--- src/rtl/mmu_skew_feeder.sv ---
// rtl/mmu_skew_feeder.sv - row-to-skewed-lane feeder for a depth x depth systolic MMU.
// Lane k delays its element by k+1 registers so diagonals line up in the array.
module mmu_skew_feeder #(
  parameter int depth     = 3,
  parameter int bit_width = 8
) (
  input  logic                       clk,
  input  logic                       reset,
  input  logic                       in_valid,
  output logic                       in_ready,
  input  logic [bit_width*depth-1:0] in_row,
  input  logic                       in_last,
  output logic [bit_width*depth-1:0] data_arr,
  output logic                       control,
  output logic                       busy,
  output logic                       done,
  output logic [7:0]                 row_count
);

  localparam int CW = (depth > 1) ? $clog2(depth + 1) : 1;

  typedef enum logic [1:0] {IDLE, STREAM, DRAIN, DONE} state_t;

  state_t            state;
  logic [CW-1:0]     drain_cnt;
  logic [depth-1:0]  lane_tag;
  logic              accept;

  assign accept  = in_valid && in_ready;
  assign control = |lane_tag;

  always_ff @(posedge clk or negedge reset) begin
    if (!reset) begin
      state     <= IDLE;
      drain_cnt <= '0;
      in_ready  <= 1'b1;
      busy      <= 1'b0;
      done      <= 1'b0;
      row_count <= 8'd0;
    end else begin
      case (state)
        IDLE: begin
          if (accept) begin
            row_count <= 8'd1;
            busy      <= 1'b1;
            if (in_last) begin
              state     <= DRAIN;
              drain_cnt <= CW'(depth - 1);
              in_ready  <= 1'b0;
            end else begin
              state <= STREAM;
            end
          end
        end
        STREAM: begin
          if (accept) begin
            row_count <= row_count + 8'd1;
            if (in_last) begin
              state     <= DRAIN;
              drain_cnt <= CW'(depth - 1);
              in_ready  <= 1'b0;
            end
          end
        end
        DRAIN: begin
          // Counter covers exactly the depth cycles the last row needs to clear lane depth-1.
          if (drain_cnt == '0) begin
            state <= DONE;
            done  <= 1'b1;
          end else begin
            drain_cnt <= drain_cnt - CW'(1);
          end
        end
        DONE: begin
          state    <= IDLE;
          done     <= 1'b0;
          busy     <= 1'b0;
          in_ready <= 1'b1;
        end
        default: state <= IDLE;
      endcase
    end
  end

  for (genvar k = 0; k < depth; k++) begin : g_lane
    logic [bit_width-1:0] stage_data [k+1];
    logic                 stage_tag  [k+1];

    always_ff @(posedge clk or negedge reset) begin
      if (!reset) begin
        for (int j = 0; j <= k; j++) begin
          stage_data[j] <= '0;
          stage_tag[j]  <= 1'b0;
        end
      end else begin
        // Non-accept cycles inject a tagged-off zero so bubbles never carry stale data.
        stage_data[0] <= accept ? in_row[k*bit_width +: bit_width] : '0;
        stage_tag[0]  <= accept;
        for (int j = 1; j <= k; j++) begin
          stage_data[j] <= stage_data[j-1];
          stage_tag[j]  <= stage_tag[j-1];
        end
      end
    end

    assign data_arr[k*bit_width +: bit_width] = stage_tag[k] ? stage_data[k] : '0;
    assign lane_tag[k] = stage_tag[k];
  end

endmodule

--- config.mk ---
export PLATFORM = sky130hd
export DESIGN_NAME = mmu_skew_feeder
export DESIGN_NICKNAME = d
export VERILOG_FILES = /design/src/rtl/mmu_skew_feeder.sv
export SDC_FILE = /design/constraint.sdc
export NUM_CORES = 1
export LEC_CHECK = 0
export CAP_MARGIN = 20
export CORE_MARGIN = 2
export CORE_UTILIZATION = 40
export DETAILED_ROUTE_END_ITERATION = 8
export HOLD_SLACK_MARGIN = 0.1
export PLACE_DENSITY = 0.66
export SYNTH_ARGS = -nofsm -noshare
export SYNTH_HDL_FRONTEND = slang
export SYNTH_SLANG_ARGS = --single-unit
export TNS_END_PERCENT = 5
--- constraint.sdc ---
create_clock -name clk -period 4.9 [get_ports clk]
set_input_delay 0.98 -clock clk [delete_from_list [all_inputs] [get_ports clk]]
set_output_delay 0.98 -clock clk [all_outputs]
set_load 0.005 [all_outputs]
======== Word-level counts from Yosys, hierarchy flattened ========
Index checks and enable logic that the tools add are counted.
word-level totals
  input bits .............................. 28
  register bits ........................... 66
  output and inout bits ................... 36
cells by class
  add/subtract/negate cells ............... 2
  equal/unequal tests ..................... 10
  mux-type cells .......................... 24
  reduce and logical (&&, ||, !) cells .... 16
operators by type and width
  cell                                                  count
  two-way mux 8 bit                                     8
  one-hot mux 8 bit (2 select lines)                    1
  two-way mux 2 bit                                     6
  != test 2 bit (second input constant)                 5
  nonzero test 2 bit                                    5
  adder 8 x 1 -> 8 bit (second input constant)          1
  one-hot mux 2 bit (4 select lines)                    1
  AND reduction 4 bit                                   2
  one-hot mux 1 bit (2 select lines)                    3
  AND reduction 3 bit                                   2
  equality test 2 bit (second input constant)           2
  logical NOT 2 bit                                     2
  two-way mux 1 bit                                     4
  != test 2 x 1 -> 1 bit (second input constant)        2
  one-hot mux 2 bit (2 select lines)                    1
  AND reduction 2 bit                                   2
  OR reduction 3 bit                                    1
  equality test 2 x 1 -> 1 bit (second input constant)  1
  OR reduction 2 bit                                    1
  subtractor 2 x 1 -> 2 bit (second input constant)     1
  logical AND 1 bit                                     1

======== Depth between registers and ports, before layout ========
  depth in word-level cells ............... 4
  depth in mapped cells ................... 6

======== Least setup slack after synthesis ========
No wires, ideal clock.
  path type ............................... register to output
  start point ............................. register g_lane[2].stage_tag[0] (netlist name)
  end point ............................... output port control
  buffers on the path ..................... 0
  required time ........................... 3920 ps
  stages on the path, launching flop included .. 2
  data arrival time ....................... 780 ps
  path slack .............................. 3140 ps
  cells stage by stage .................... dfrtp_1 or3_1
on the way
  cells in the longest elaborated chain, start to end .. 1
ends and longest elaborated chain
  what                              line  source
  start: declaration                87    logic stage_tag [k+1];
  start signal: indexed assignment  101   stage_tag[j] <= stage_tag[j-1];
  OR reduction 3 bit                30    assign control = |lane_tag;
  end: declaration                  14    output logic control,
Every way passes these cells.

======== Worst setup path in the final report ========
  start point ............................. register in_ready
  end point ............................... output port in_ready
RTL lines
  what                      line  source
  start: declaration        10    output logic in_ready,
  start signal: assignment  36    in_ready <= 1'b1;
  start signal: assignment  49    in_ready <= 1'b0;
  start signal: assignment  61    in_ready <= 1'b0;
No word-level cell between the ends.

==> run summary <==
The highest-delay cell along the critical path is sky130_fd_sc_hd__dfstp_2. Sequential elements use 65.92% of the synthesized area. The share of total power dissipated in sequential elements is 53.0%.

The tools report the full die area as 0.006918 sq mm. TritonCTS built the clock tree. The die span in x was 83.18 microns.

Yosys mapped the design onto 37 distinct sky130hd cell types. Of the cells placed in the final design, the portion with a size suffix greater than 1 is 11.57%. Counting every net in the synthesized netlist gives 229. The family with the most delay on the worst path is flip-flops.

The run gives 28 as the placement row count. For the final routed database, the setup TNS stands at 0 ns. The part of the power in the clock network is 43.5%, and the net switching fraction of the power is 20.92%. The measured slew at the worst slew-check pin was 0.8413 ns.

Summing all multi-input logic gate instances after layout gives 795.8 sq um. The post-detailed-route via-to-cell ratio came out at 4.746. The tools report the start point of the worst min-delay path as g_lane[2].stage_data[21].

The cell area that synthesis handed to floorplanning was 0.002507 sq mm. For this design, the sink count on the clock tree is 66. Setup violations remaining at the end of the flow were counted as 0. The core region is 0.005991 sq mm. The cell count after synthesis came out at 193. The tightest hold path in the finished design has a slack of 0.3423 ns.

For the max-capacitance violation count, the log shows 0. Setup repair after global routing left no endpoint under its margin. H-tree level count: 3.

Along the worst path, the maximum fanout reaches 29. The sort of element at the end of the critical path is an output pin. Once detail routing completed, the nets flagged for antenna violations numbered 0.

Post-CTS timing repair inserted 0 buffers for setup. For the finished layout, the period the worst path requires is 2.697 ns. Overall die height: 83.18 microns.

The critical path goes through clkdlybuf4s50_1. The sum of buffers and inverters on the critical path works out to 1. In the layout the commonest cells are sky130_fd_sc_hd__dfrtp_1, sky130_fd_sc_hd__clkdlybuf4s50_1, sky130_fd_sc_hd__and2_1.

The part of the cycle the worst path needs works out to 55.04%. For the worst-skew pair, the clock arrives at the later sink with an insertion delay of 0.33 ns. The number of hold buffers added after cts is 0.

Global routing consumed, over all layers together, 13.87% of the routing resources. Pin placement for this block handled 64 I/O pins. In the final design database the tool counted 299 nets. Summed over all nets, the switching power comes to 214.8 uW.

The path class of the tightest hold or removal check is reg -> reg. The logs give 2 for the maximum root-to-sink buffer count and 57 for the maximum number of pins on one net before global-route repair. The tools report the total of cells resized after clock tree synthesis as 0.

End point of the worst hold path: g_lane[2].stage_data[13]. The synthesized area per cell is 12.99 sq um, and the number of port buffers is 63. After clock tree synthesis, the clock-pin slew on the worst setup and hold paths is 0.07 ns.

The number of storage elements in the synthesis netlist is 66. Between clock sinks in the finished design, the worst skew comes to 0.006161 ns. The critical path is of the reg -> out type. The areal power density over the cells was 300.5 mW/mm^2; the fmax was 0.3708 GHz. During synthesis, Yosys emitted a total of 0 warnings. The required time of the critical path came out at 3.92 ns.

STA puts the critical path data arrival time at 1.72 ns. The hold violation count in the final report was 0; the effective utilization at floorplan was 41.85%. The number of antenna violations at the first check in global routing was 0; the part of the total power dissipated in combinational logic was 3.4%.

The number of inserted filler cells in the final layout is 507, and the cell-internal power is 812.1 uW. Counting instances, the worst hold path has a depth of 0. The tools report the startpoint type of the worst setup path as a flop.

For this block, the via count after detailed routing is 1628. Summed over all cells, the static leakage comes to 1.687 nW. For the register cell area after layout, the log shows 0.001653 sq mm.

The detailed router finished its first iteration with 73 violations. The largest single stage delay on the critical path is 0.80 ns. In the routed design, unresolved DRC markers number 0. At the end of routability-driven placement, the weighted congestion stood at 0.7511. The reg-to-reg endpoint is row_count[7].

The overall power was 1.027 mW; the average wire per cell in the routed design was 12.91 microns. The detailed-route wire length came out at 4429 microns. The startpoint of the most critical register-to-register path was state[0].

The remaining global-route overflow is 0, and the length of the first detailed-routing pass in iterations is 4. TritonCTS created 9 clock buffers. Relative to the synthesized area, the layout overhead comes to 36.28%.

Once detailed placement completed, the half-perimeter wirelength came to 3082 microns. In this run the register-to-register setup slack is 3.20 ns. The flow ran to the end, and the final reports show no timing, DRC or antenna violations. The number of global-route vias before repair is 1517, and the worst-case vdd ir drop is 0.0001478 V. Number of slew-limit violations in the final report: 0. The library cell used most frequently in the layout, excluding fill and tap cells, is sky130_fd_sc_hd__dfrtp_1. Clock tree synthesis selected as its root buffer the cell sky130_fd_sc_hd__clkbuf_8. The first global-routing pass estimated 7472 microns of wire. Length in cells of the worst reg-to-reg path: 6. The tools report the relative max-transition margin as 43.74%. The number of antenna diodes in the final layout is 0.
## flip-flops by register name, indices dropped and copies added (netlist names)
signal,count
state,2
g_lane.stage_tag,3
done,1
in_ready,1
busy,1
g_lane.stage_data,48
row_count,8
drain_cnt,2
## per-stage QoR
| step | utilization, % | cell area (sq um) | setup WS (ns) | cells |
|---|---|---|---|---|
| finish | 57.04 | 3417 | 2.203 | 343 |
| global route | 57.04 | 3417 | 2.080 | 343 |
| CTS | 57.04 | 3417 | 2.165 | 343 |
| detailed placement | 53.63 | 3213 | 1.977 | 327 |
| global placement | 53.63 | 3213 | 2.054 | 327 |
| floorplan | - | 2507 | 3.140 | 193 |
## area by class of cell
type / count / share of cell area (%)
timing repair buffer: 64 / 18.53
sequential: 66 / 48.37
tap: 75 / 2.746
clock inverter: 6 / 1.941
clock buffer: 10 / 4.028
inverter: 10 / 1.098
multi-input combinational: 112 / 23.29
## kinds of logic (layout without fill, tap and decap cells)
family          after synthesis  after routing  share of synthesized area, %
fa+ha+maj                     8              8                         3.992
mux                           4              4                         1.597
buf+inv                      15             90                         2.345
simple gates                 76             76                         18.31
xor+xnor                      4              4                         1.397
flops                        66             66                         65.92
compound gates               20             20                         6.437
## worst max-delay path by stage
stage,cells after the start,to,slack (ns),from
finish,1,in_ready,2.20,in_ready
global route,1,in_ready,2.08,in_ready
CTS,1,in_ready,2.16,in_ready
detailed placement,5,state[1],1.98,in_valid
global placement,5,drain_cnt[1],2.05,in_valid
floorplan,1,control,3.14,g_lane[2].stage_tag[0]
## synth_stat cells
| cell | count | area (sq um) |
|---|---|---|
| sky130_fd_sc_hd__dfrtp_1 | 65 | 1627 |
| sky130_fd_sc_hd__and2_1 | 24 | 150.1 |
| sky130_fd_sc_hd__and3_1 | 20 | 125.1 |
| sky130_fd_sc_hd__inv_1 | 9 | 33.78 |
| sky130_fd_sc_hd__ha_1 | 8 | 100.1 |
| sky130_fd_sc_hd__nand2_1 | 8 | 30.03 |
| sky130_fd_sc_hd__nor2_1 | 6 | 22.52 |
| sky130_fd_sc_hd__o21ai_0 | 6 | 30.03 |
| sky130_fd_sc_hd__and3_2 | 4 | 30.03 |
| sky130_fd_sc_hd__mux2i_1 | 4 | 40.04 |
| sky130_fd_sc_hd__nand3_1 | 4 | 20.02 |
| sky130_fd_sc_hd__clkbuf_1 | 3 | 11.26 |
| sky130_fd_sc_hd__a31oi_1 | 2 | 12.51 |
| sky130_fd_sc_hd__buf_2 | 2 | 10.01 |
| sky130_fd_sc_hd__nand4_1 | 2 | 12.51 |
| sky130_fd_sc_hd__nor3_1 | 2 | 10.01 |
| sky130_fd_sc_hd__or3_1 | 2 | 12.51 |
| sky130_fd_sc_hd__xnor2_1 | 2 | 17.52 |
| sky130_fd_sc_hd__xor2_1 | 2 | 17.52 |
| sky130_fd_sc_hd__a21oi_1 | 1 | 5.000 |
| sky130_fd_sc_hd__a21oi_2 | 1 | 8.760 |
| sky130_fd_sc_hd__a221oi_2 | 1 | 15.01 |
| sky130_fd_sc_hd__a22o_1 | 1 | 8.760 |
| sky130_fd_sc_hd__a32o_1 | 1 | 10.01 |
| sky130_fd_sc_hd__dfstp_2 | 1 | 26.28 |
| sky130_fd_sc_hd__inv_2 | 1 | 3.750 |
| sky130_fd_sc_hd__nand2_2 | 1 | 6.260 |
| sky130_fd_sc_hd__nor2_2 | 1 | 6.260 |
| sky130_fd_sc_hd__nor3b_2 | 1 | 12.51 |
| sky130_fd_sc_hd__nor4_4 | 1 | 21.27 |
| sky130_fd_sc_hd__o211a_1 | 1 | 10.01 |
| sky130_fd_sc_hd__o211ai_4 | 1 | 21.27 |
| sky130_fd_sc_hd__o21ai_1 | 1 | 5.000 |
| sky130_fd_sc_hd__o221ai_1 | 1 | 8.760 |
| sky130_fd_sc_hd__o311a_1 | 1 | 10.01 |
| sky130_fd_sc_hd__o311ai_1 | 1 | 8.760 |
| sky130_fd_sc_hd__o31ai_1 | 1 | 7.510 |
## power groups by stage
stage	logic (mW)	registers (mW)	clock network [mW]
after global placement	0.0357	0.555	0
after global routing	0.0387	0.544	0.490
after CTS	0.0362	0.545	0.461
after floorplan	0.00204	0.555	0
final	0.0351	0.545	0.447
after detailed placement	0.0360	0.555	0
## per-layer routing
| metal | vias up | routed length (microns) | global-route usage [%] |
|---|---|---|---|
| li1 | 800 | - | - |
| met1 | 776 | 2090 | 18.36 |
| met5 | - | 0 | 0 |
| met2 | 45 | 2091 | 20.89 |
| met4 | 0 | 65 | 5.663 |
| met3 | 7 | 180 | 4.871 |
No activity file was read; power rests on OpenSTA's default activity.
